### src/rtl/bcd_time_entry_pkg.sv
// ============================================================================
// bcd_time_entry_pkg : shared states, phase selects and BCD limits
// Rev 1.0
// ============================================================================
`default_nettype none

package bcd_time_entry_pkg;

  typedef enum logic [2:0] {
    ST_IDLE         = 3'd0,
    ST_WAIT_TENS    = 3'd1,
    ST_WAIT_ONES    = 3'd2,
    ST_WAIT_CONFIRM = 3'd3,
    ST_CONVERT      = 3'd4,
    ST_CHECK        = 3'd5,
    ST_LOAD         = 3'd6,
    ST_ERROR        = 3'd7
  } state_e;

  localparam logic [1:0] SEL_RED    = 2'd0;
  localparam logic [1:0] SEL_YELLOW = 2'd1;
  localparam logic [1:0] SEL_GREEN  = 2'd2;

  localparam logic [3:0] BCD_MAX = 4'd9;

  // Phase rotation red -> yellow -> green -> red; code 3 is never produced.
  function automatic logic [1:0] next_sel(input logic [1:0] cur);
    case (cur)
      SEL_RED:    return SEL_YELLOW;
      SEL_YELLOW: return SEL_GREEN;
      default:    return SEL_RED;
    endcase
  endfunction

endpackage

`default_nettype wire

### src/rtl/bcd_time_entry_if.sv
// ============================================================================
// bcd_time_entry_if : key inputs and time-register write port of the entry block
// Rev 1.0
// ============================================================================
`default_nettype none

interface bcd_time_entry_if #(
  parameter int TIME_W = 7
) ();

  logic              set_mode;
  logic [3:0]        digit_in;
  logic              key_digit;
  logic              key_enter;
  logic              key_clear;
  logic [TIME_W-1:0] time_out;
  logic [1:0]        sel;
  logic              load;
  logic [3:0]        echo_d1;
  logic [3:0]        echo_d0;
  logic              err;
  logic              busy;

  modport master (
    output set_mode, digit_in, key_digit, key_enter, key_clear,
    input  time_out, sel, load, echo_d1, echo_d0, err, busy
  );

  modport slave (
    input  set_mode, digit_in, key_digit, key_enter, key_clear,
    output time_out, sel, load, echo_d1, echo_d0, err, busy
  );

endinterface

`default_nettype wire

### src/rtl/bcd_time_entry_key_edge.sv
// ============================================================================
// bcd_time_entry_key_edge : one-flop history rising-edge detector for a key
// Rev 1.0
// ============================================================================
`default_nettype none

module bcd_time_entry_key_edge (
  input  wire  clk,
  input  wire  reset,
  input  wire  key,
  output logic key_rise
);

  logic key_q;
  logic key_d;

  assign key_d = key;

  always_ff @(posedge clk) begin
    if (reset) begin
      key_q <= 1'b0;
    end else begin
      key_q <= key_d;
    end
  end

  // Fires in the cycle the key is first seen high, so the FSM reacts on that edge.
  assign key_rise = key & ~key_q;

endmodule

`default_nettype wire

### src/rtl/bcd_time_entry.sv
// ============================================================================
// bcd_time_entry : two-digit BCD entry, serial BCD->binary, range check, phase load
// Rev 1.0
// ============================================================================
`default_nettype none

module bcd_time_entry
  import bcd_time_entry_pkg::*;
#(
  parameter int TIME_W   = 7,
  parameter int MIN_TIME = 1,
  parameter int MAX_TIME = 99
) (
  input  wire              clk,
  input  wire              reset,
  bcd_time_entry_if.slave  bus
);

  logic digit_ev;
  logic enter_ev;
  logic clear_ev;

  bcd_time_entry_key_edge u_edge_digit (.clk(clk), .reset(reset), .key(bus.key_digit), .key_rise(digit_ev));
  bcd_time_entry_key_edge u_edge_enter (.clk(clk), .reset(reset), .key(bus.key_enter), .key_rise(enter_ev));
  bcd_time_entry_key_edge u_edge_clear (.clk(clk), .reset(reset), .key(bus.key_clear), .key_rise(clear_ev));

  state_e            state_q,    state_d;
  logic [3:0]        tens_q,     tens_d;
  logic [3:0]        ones_q,     ones_d;
  logic [3:0]        cnt_q,      cnt_d;
  logic [6:0]        acc_q,      acc_d;
  logic [TIME_W-1:0] time_out_q, time_out_d;
  logic [1:0]        sel_q,      sel_d;
  logic              load_q,     load_d;
  logic              err_q,      err_d;
  logic              busy_q,     busy_d;
  logic [3:0]        echo_d1_q,  echo_d1_d;
  logic [3:0]        echo_d0_q,  echo_d0_d;

  always_comb begin
    state_d    = state_q;
    tens_d     = tens_q;
    ones_d     = ones_q;
    cnt_d      = cnt_q;
    acc_d      = acc_q;
    time_out_d = time_out_q;
    sel_d      = sel_q;
    echo_d1_d  = echo_d1_q;
    echo_d0_d  = echo_d0_q;

    case (state_q)
      // IDLE is only ever occupied while set_mode is low (or straight after
      // reset), so seeing it high here is the set_mode rising edge.
      ST_IDLE: begin
        if (bus.set_mode) begin
          state_d   = ST_WAIT_TENS;
          sel_d     = SEL_RED;
          echo_d1_d = 4'd0;
          echo_d0_d = 4'd0;
        end
      end
      ST_WAIT_TENS: begin
        if (clear_ev) begin
          echo_d1_d = 4'd0;
          echo_d0_d = 4'd0;
        end else if (digit_ev) begin
          if (bus.digit_in > BCD_MAX) begin
            state_d = ST_ERROR;
          end else begin
            tens_d    = bus.digit_in;
            echo_d1_d = bus.digit_in;
            state_d   = ST_WAIT_ONES;
          end
        end
      end
      ST_WAIT_ONES: begin
        if (clear_ev) begin
          echo_d1_d = 4'd0;
          echo_d0_d = 4'd0;
          state_d   = ST_WAIT_TENS;
        end else if (enter_ev) begin
          // Single digit: the digit already captured is really the ones digit.
          ones_d    = tens_q;
          tens_d    = 4'd0;
          echo_d1_d = 4'd0;
          echo_d0_d = tens_q;
          acc_d     = {3'd0, tens_q};
          cnt_d     = 4'd0;
          state_d   = ST_CONVERT;
        end else if (digit_ev) begin
          if (bus.digit_in > BCD_MAX) begin
            state_d = ST_ERROR;
          end else begin
            ones_d    = bus.digit_in;
            echo_d0_d = bus.digit_in;
            state_d   = ST_WAIT_CONFIRM;
          end
        end
      end
      ST_WAIT_CONFIRM: begin
        if (clear_ev) begin
          echo_d1_d = 4'd0;
          echo_d0_d = 4'd0;
          state_d   = ST_WAIT_TENS;
        end else if (enter_ev) begin
          acc_d   = {3'd0, ones_q};
          cnt_d   = tens_q;
          state_d = ST_CONVERT;
        end
      end
      ST_CONVERT: begin
        if (cnt_q == 4'd0) begin
          state_d = ST_CHECK;
        end else begin
          acc_d = acc_q + 7'd10;
          cnt_d = cnt_q - 4'd1;
        end
      end
      ST_CHECK: begin
        if ((int'(acc_q) >= MIN_TIME) && (int'(acc_q) <= MAX_TIME)) begin
          time_out_d = TIME_W'(acc_q);
          state_d    = ST_LOAD;
        end else begin
          state_d = ST_ERROR;
        end
      end
      ST_LOAD: begin
        sel_d     = next_sel(sel_q);
        echo_d1_d = 4'd0;
        echo_d0_d = 4'd0;
        state_d   = ST_WAIT_TENS;
      end
      ST_ERROR: begin
        if (clear_ev) begin
          echo_d1_d = 4'd0;
          echo_d0_d = 4'd0;
          state_d   = ST_WAIT_TENS;
        end
      end
      default: begin
        state_d = ST_IDLE;
      end
    endcase

    // Leaving set mode abandons whatever is in flight, including a pending load.
    if (!bus.set_mode) begin
      state_d   = ST_IDLE;
      echo_d1_d = 4'd0;
      echo_d0_d = 4'd0;
    end

    load_d = (state_d == ST_LOAD);
    err_d  = (state_d == ST_ERROR);
    busy_d = (state_d inside {ST_CONVERT, ST_CHECK, ST_LOAD});
  end

  always_ff @(posedge clk) begin
    if (reset) begin
      state_q    <= ST_IDLE;
      tens_q     <= 4'd0;
      ones_q     <= 4'd0;
      cnt_q      <= 4'd0;
      acc_q      <= 7'd0;
      time_out_q <= '0;
      sel_q      <= SEL_RED;
      load_q     <= 1'b0;
      err_q      <= 1'b0;
      busy_q     <= 1'b0;
      echo_d1_q  <= 4'd0;
      echo_d0_q  <= 4'd0;
    end else begin
      state_q    <= state_d;
      tens_q     <= tens_d;
      ones_q     <= ones_d;
      cnt_q      <= cnt_d;
      acc_q      <= acc_d;
      time_out_q <= time_out_d;
      sel_q      <= sel_d;
      load_q     <= load_d;
      err_q      <= err_d;
      busy_q     <= busy_d;
      echo_d1_q  <= echo_d1_d;
      echo_d0_q  <= echo_d0_d;
    end
  end

  assign bus.time_out = time_out_q;
  assign bus.sel      = sel_q;
  assign bus.load     = load_q;
  assign bus.err      = err_q;
  assign bus.busy     = busy_q;
  assign bus.echo_d1  = echo_d1_q;
  assign bus.echo_d0  = echo_d0_q;

endmodule

`default_nettype wire

### src/flat_wrapper.sv
// flat-port wrapper written by rule: the top's interface ports become plain ports
module bcd_time_entry_flat import bcd_time_entry_pkg::*;
#(
  parameter int TIME_W   = 7,
  parameter int MIN_TIME = 1,
  parameter int MAX_TIME = 99
)
  (clk, reset, bus_set_mode, bus_digit_in, bus_key_digit, bus_key_enter, bus_key_clear, bus_time_out, bus_sel, bus_load, bus_echo_d1, bus_echo_d0, bus_err, bus_busy);
  bcd_time_entry_if #(.TIME_W(TIME_W)) bus_i ();
  input  wire clk;
  input  wire reset;
  input wire logic [$bits(bus_i.set_mode)-1:0] bus_set_mode;
  input wire logic [$bits(bus_i.digit_in)-1:0] bus_digit_in;
  input wire logic [$bits(bus_i.key_digit)-1:0] bus_key_digit;
  input wire logic [$bits(bus_i.key_enter)-1:0] bus_key_enter;
  input wire logic [$bits(bus_i.key_clear)-1:0] bus_key_clear;
  output wire logic [$bits(bus_i.time_out)-1:0] bus_time_out;
  output wire logic [$bits(bus_i.sel)-1:0] bus_sel;
  output wire logic [$bits(bus_i.load)-1:0] bus_load;
  output wire logic [$bits(bus_i.echo_d1)-1:0] bus_echo_d1;
  output wire logic [$bits(bus_i.echo_d0)-1:0] bus_echo_d0;
  output wire logic [$bits(bus_i.err)-1:0] bus_err;
  output wire logic [$bits(bus_i.busy)-1:0] bus_busy;
  assign bus_i.set_mode = bus_set_mode;
  assign bus_i.digit_in = bus_digit_in;
  assign bus_i.key_digit = bus_key_digit;
  assign bus_i.key_enter = bus_key_enter;
  assign bus_i.key_clear = bus_key_clear;
  assign bus_time_out = bus_i.time_out;
  assign bus_sel = bus_i.sel;
  assign bus_load = bus_i.load;
  assign bus_echo_d1 = bus_i.echo_d1;
  assign bus_echo_d0 = bus_i.echo_d0;
  assign bus_err = bus_i.err;
  assign bus_busy = bus_i.busy;
  bcd_time_entry #(.TIME_W(TIME_W), .MIN_TIME(MIN_TIME), .MAX_TIME(MAX_TIME)) u_core (.clk(clk), .reset(reset), .bus(bus_i));
endmodule
### config.mk
export PLATFORM = sky130hd
export DESIGN_NAME = bcd_time_entry_flat
export DESIGN_NICKNAME = d
export VERILOG_FILES = /design/src/rtl/bcd_time_entry_pkg.sv /design/src/rtl/bcd_time_entry_if.sv /design/src/rtl/bcd_time_entry_key_edge.sv /design/src/rtl/bcd_time_entry.sv /design/src/flat_wrapper.sv
export SDC_FILE = /design/constraint.sdc
export NUM_CORES = 1
export LEC_CHECK = 0
export ABC_AREA = 1
export BUFFER_PORTS_ARGS = -buffer_cell sky130_fd_sc_hd__buf_2
export CORE_MARGIN = 4
export CORE_UTILIZATION = 55
export DETAILED_ROUTE_END_ITERATION = 6
export PLACE_DENSITY = 0.76
export SYNTH_ARGS = -nofsm -noshare
export SYNTH_HDL_FRONTEND = slang
export SYNTH_SLANG_ARGS = --single-unit
### constraint.sdc
create_clock -name clk -period 4.19 [get_ports clk]
set_input_delay 0.838 -clock clk [delete_from_list [all_inputs] [get_ports clk]]
set_output_delay 0.838 -clock clk [all_outputs]
set_load 0.01 [all_outputs]
* Yosys cells after proc, flatten, opt, wreduce, memory -nomap -nowiden *
Index checks and enable logic that the tools add are counted.

operators by class
  reduce and logical (&&, ||, !) cells = 22
  multiplexer cells = 40
  bitwise operators = 8
  $lt $le $gt $ge = 3
  add/sub/neg operators = 2
  equal/unequal tests = 29

operators by type and width
  kind                 count
  $mux 4               13
  $mux 3               12
  $mux 7               5
  $eq 3x3->1 const B   8
  $pmux 4 s3           2
  $pmux 3 s7           1
  $pmux 7 s3           1
  $pmux 4 s4           1
  $ne 2x1->1 const B   6
  $ne 2x2->1 const B   6
  $reduce_and 6->1     2
  $reduce_bool 3->1    3
  $pmux 2 s2           2
  $pmux 4 s2           1
  $reduce_and 4->1     2
  $add 7x4->7 const B  1
  $ge 7x1->1 const B   1
  $le 7x7->1 const B   1
  $eq 3x2->1 const B   2
  $ne 3x1->1 const B   2
  $reduce_bool 2->1    3
  $reduce_or 2->1      3
  $not 1->1            5
  $reduce_and 5->1     1
  other kinds (17)     20

storage, ports and cells
  word-level logic and storage cells = 119
  register bits after elaboration = 45
  output and inout bits = 20

* Logic depth before layout (Yosys ltp) *
  word-level depth = 9
  depth in mapped cells = 12

* Cells and area by module *
Synthesis repeated with hierarchy kept, for this count alone.

unflattened totals
  cells, all modules = 357
  area total of the unflattened synthesis = 2,436.1 um^2

by module, submodules not included
  module                   area each (um^2)  times used  cells each  sequential area each (um^2)
  bcd_time_entry           2,342.2           1           345         840.8
  bcd_time_entry_key_edge  31.3              3           4           20.0

* Worst setup path before layout *
OpenSTA, ideal clock, no wires.

  path type = input to register
  from = input port bus_key_clear
  to = register u_core.cnt_q[3]
  cell stages on the path = 9
  required time = 4,073 ps
  arrival = 1,740 ps
  path slack = 2,333 ps
  setup time = 117 ps
  path through = inv_1 nor2_2 nor2_1 nand2_4 nand2_4 nand2_4 inv_4 o21ai_0 nor2_1

on the way
  cells in the longest elaborated chain, start to end = 3

ends and longest elaborated chain
  what                          line                           source
  start, declared               flat_wrapper.sv:16             input wire logic [$bits(bus_i.key_clear)-1:0] bus_key_clear;
  $and 1x1->1 *                 bcd_time_entry_key_edge.sv:28  assign key_rise = key & ~key_q;
  $ne 2x2->1 (no line)          n/a
  $reduce_and 6->1 (no line) *  n/a
  end signal, assigned          bcd_time_entry.sv:175          cnt_q <= cnt_d;
  end, declared                 bcd_time_entry.sv:30           logic [3:0] cnt_q, cnt_d;

Every way passes the cells marked *; elsewhere a longest branch is shown, timed or not.
A chain may end at the register's enable or synchronous reset.

* Worst setup path in the final report *
  from = input port bus_key_enter
  to = register u_core.cnt_q[1]

on the way
  cells in the longest elaborated chain, start to end = 3

ends and longest elaborated chain
  what                          line                           source
  start, declared               flat_wrapper.sv:15             input wire logic [$bits(bus_i.key_enter)-1:0] bus_key_enter;
  $and 1x1->1 *                 bcd_time_entry_key_edge.sv:28
  $ne 2x1->1 (no line)          n/a
  $reduce_and 6->1 (no line) *  n/a

Marks and branches as above.

==> impl_metrics.env <==
export IMPL_grt_pass1_wl_mm=8.52
export IMPL_min_from="u_core.bus.time_out[3]$_SDFFE_PP0P_"
export IMPL_ys_flop_type="dfxtp_1"
export IMPL_tightest_slew_ns=0.419
export IMPL_rrSetupSlack_ns=2.46
export IMPL_cp_required_ns=4.38
export IMPL_antenna_found_initial=0
export IMPL_slowest_delay_ns=0.32
export IMPL_rsz0062_at_grt="no"
export IMPL_final_nets=382
export IMPL_die_area_um2=5330
export IMPL_fin_ws_ns=2.34
export IMPL_postCtsSetupBuffers=0
export IMPL_numPortBuffers=29
export IMPL_setup_violations=0
export IMPL_worstRegToRegCells=8
export IMPL_syn_to_final_growth_pct=13.8
export IMPL_path_cells="buf_2 > nand2_1 > nor2_1 > nand2_4 > nand2_4 > nand2_4 > o21ai_0 > a21oi_1"
export IMPL_r2r_start="u_core.acc_q[2]$_SDFFE_PP0P_"
export IMPL_num_antenna_cells=0
export IMPL_drv_cap=0
export IMPL_worstReg2RegEnd="u_core.bus.time_out[2]$_SDFFE_PP0P_"
export IMPL_hold_ws_ns=0.441
export IMPL_die_w_um=73.0
export IMPL_die_height_um=73.0
export IMPL_critPathLaunchType="input port"
export IMPL_multi_input_area_um2=1220
export IMPL_syn_num_nets=351
export IMPL_wl_mm=5.11
export IMPL_cp_arrival_ns=2.04
export IMPL_cts_buffers=5
export IMPL_pwr_share_clk_pct=41.9
export IMPL_maxSlewViolCount=0
export IMPL_synth_common_cells="nand2_1 (73), dfxtp_1 (45), inv_1 (41)"
export IMPL_seq_area_um2=901
export IMPL_async_flop_share_pct=0
export IMPL_skew_ns=0.00716
export IMPL_track_usage_pct=20.2
export IMPL_clock_latency_ns=0.30
export IMPL_post_route_period_util_pct=44.1
export IMPL_synth_cell_types=29
export IMPL_wl_per_cell_um=12.2
export IMPL_synth_area_leader_cell="dfxtp_1"
export IMPL_synth_top_area_share_pct=38.8
export IMPL_synth_seq_area_share_pct=38.8
export IMPL_vdd_drop_max_v=0.000185
export IMPL_cts_tree="done"
export IMPL_internal_power_uw=701
export IMPL_core_area_um2=4030
export IMPL_netlist_instances=336
export IMPL_leakage_uw=0.00125
export IMPL_std_cell_rows=23
export IMPL_path_class="input port to register"
export IMPL_clock_path_buffers=2
export IMPL_grt_overflow=0
export IMPL_cts_root_buf="clkbuf_8"
export IMPL_hp_class="register to register"
export IMPL_cts_hold_buf=0
export IMPL_synth_edf_count=0
export IMPL_drt_pass1_iterations=4
export IMPL_place_ws_ns=2.06
export IMPL_syn_cell_area_um2=2320
export IMPL_synth_warnings=0
export IMPL_end_kind="register"
export IMPL_cts_sinks=45
export IMPL_synthTopCellsByArea="dfxtp_1 (39%), nand2_1 (12%), a21oi_1 (8.4%)"
export IMPL_ant_nets=0
export IMPL_fin_setup_tns_ns=0
export IMPL_drtIter0Drc=130
export IMPL_drc=0
export IMPL_worstSetupEndpoint="u_core.cnt_q[1]$_SDFFE_PP0P_"
export IMPL_via_count=2190
export IMPL_htreeDepth=2
export IMPL_max_freq_mhz=541
export IMPL_min_period_ns=1.85
export IMPL_fillCellCount=366
export IMPL_crit_top_cell="nand2_4"
export IMPL_power_density_nw_per_um2=347
export IMPL_crit_start="bus_key_enter"
export IMPL_power_switching_uw=218
export IMPL_ctsResizeCount=0
export IMPL_gp_congestion=0.929
export IMPL_layout_drive_gt1_share_pct=17.1
export IMPL_crit_slowest_cell="nor2_1"
export IMPL_hold_viol=0
export IMPL_worstPathMaxFanout=14
export IMPL_num_io_pins=30
export IMPL_yosysMostFrequentCell="nand2_1"
export IMPL_pwr_share_comb_pct=9.9
export IMPL_initial_core_util_pct=57.7
export IMPL_grt_max_degree=18
export IMPL_avgViaCountPerCell=5.24
export IMPL_p_sw_share_pct=23.7
export IMPL_grt_pass1_vias=1970
export IMPL_ys_ff_latch=45
export IMPL_syn_area_per_cell_um2=6.92
export IMPL_status="finished clean"
export IMPL_relSlewSlack_pct=72.0
export IMPL_seqPwrFrac_pct=48.3
export IMPL_dp_hpwl_mm=3.83
export IMPL_clkTransAtPathRegs_ns=0.08
## worst min path at each step
| stage | depth (start not counted) | to |
|---|---|---|
| 2_1_floorplan | 2 | u_core.ones_q[0]$_SDFFE_PP0P_ |
| 3_3_place_gp | 2 | u_core.bus.time_out[5]$_SDFFE_PP0P_ |
| 3_5_place_dp | 2 | u_core.bus.time_out[5]$_SDFFE_PP0P_ |
| 4_1_cts | 2 | u_core.bus.time_out[5]$_SDFFE_PP0P_ |
| 5_1_grt | 2 | u_core.bus.time_out[6]$_SDFFE_PP0P_ |
| 6_report | 2 | u_core.bus.time_out[3]$_SDFFE_PP0P_ |
## logic make-up after synthesis
logic type / Yosys count / share of synthesized area, %
AOI/OAI and AO/OA: 77 / 17.9
adders and majority gates: 5 / 2.69
buffers and inverters: 53 / 8.72
DFF: 45 / 38.8
and+or+nand+nor: 156 / 31.9
## sequential cells by signal, indices dropped and copies added, names as in the netlist
name and cells:
u_core.acc_q 7, u_core.bus.busy 1, u_core.bus.echo_d0 4, u_core.bus.echo_d1 4, u_core.bus.err 1, u_core.bus.load 1
u_core.bus.sel 2, u_core.bus.time_out 7, u_core.cnt_q 4, u_core.ones_q 4, u_core.state_q 3, u_core.tens_q 4
u_core.u_edge_clear.key_q 1, u_core.u_edge_digit.key_q 1, u_core.u_edge_enter.key_q 1
## power by group through the flow
| stage | clock network, uW | registers [uW] | logic (uW) |
|---|---|---|---|
| final | 385 | 444 | 90.6 |
| after global routing | 407 | 444 | 102 |
| after CTS | 392 | 444 | 89.9 |
| after floorplan | 0 | 452 | 67.4 |
| after global placement | 0 | 453 | 88.4 |
| after detailed placement | 0 | 453 | 89.0 |
## layout by cell type (no fill, tap or decap), types with 2 or more instances in the layout
| cell type | Yosys | layout |
|---|---|---|
| a21oi_1 | 39 | 39 |
| a31oi_1 | 2 | 2 |
| buf_2 | 1 | 29 |
| nor2_1 | 33 | 33 |
| o22ai_1 | 2 | 2 |
| dfxtp_1 | 45 | 45 |
| nor2_4 | 4 | 4 |
| nand3_1 | 25 | 25 |
| nand4_1 | 2 | 2 |
| nand2_4 | 5 | 5 |
| inv_2 | 6 | 6 |
| clkbuf_8 | 0 | 5 |
| nor2_2 | 2 | 2 |
| a211oi_1 | 2 | 2 |
| nand2_2 | 5 | 5 |
| nor3_1 | 5 | 5 |
| o21ai_0 | 26 | 26 |
| ha_1 | 5 | 5 |
| o211ai_1 | 2 | 2 |
| inv_1 | 41 | 41 |
| bufinv_16 | 0 | 2 |
| nand2_1 | 73 | 73 |
## area by class of cell
cell class / count / area share (%)
inverters: 48 / 6.91
repair buffers: 29 / 5.49
flip-flops and latches: 45 / 34.1
clock buffers: 5 / 2.60
well taps: 50 / 2.37
clock inverters: 3 / 2.46
multi-input cells: 238 / 46.1
## routing by layer
layer  global-route usage (%)  vias to the layer above  wire length (um)  part of all wire, %
li1                         -                     1149                 -                    -
met1                     23.7                      963              2220                   43
met2                     34.9                       68              2460                   48
met3                     4.27                       10               323                  6.3
met4                     9.02                        0               105                  2.1
met5                        0                        -                 0                    0
## critical path: cells and delay by family
kind | cells | cell delay, ns
buffers and inverters | 1 | 0.10
AND/OR/NAND/NOR | 5 | 0.84
AO/OA/AOI/OAI | 2 | 0.26
## per-stage QoR
stage               area, um2  utilization, %  instances  total power (uW)
floorplan                2320               -        336               520
global placement         2510            62.3        410               542
detailed placement       2510            62.3        410               542
CTS                      2650            65.7        418               925
finish                   2650            65.7        418               919
global route             2650            65.7        418               953
(Power assumes the default switching activity.)
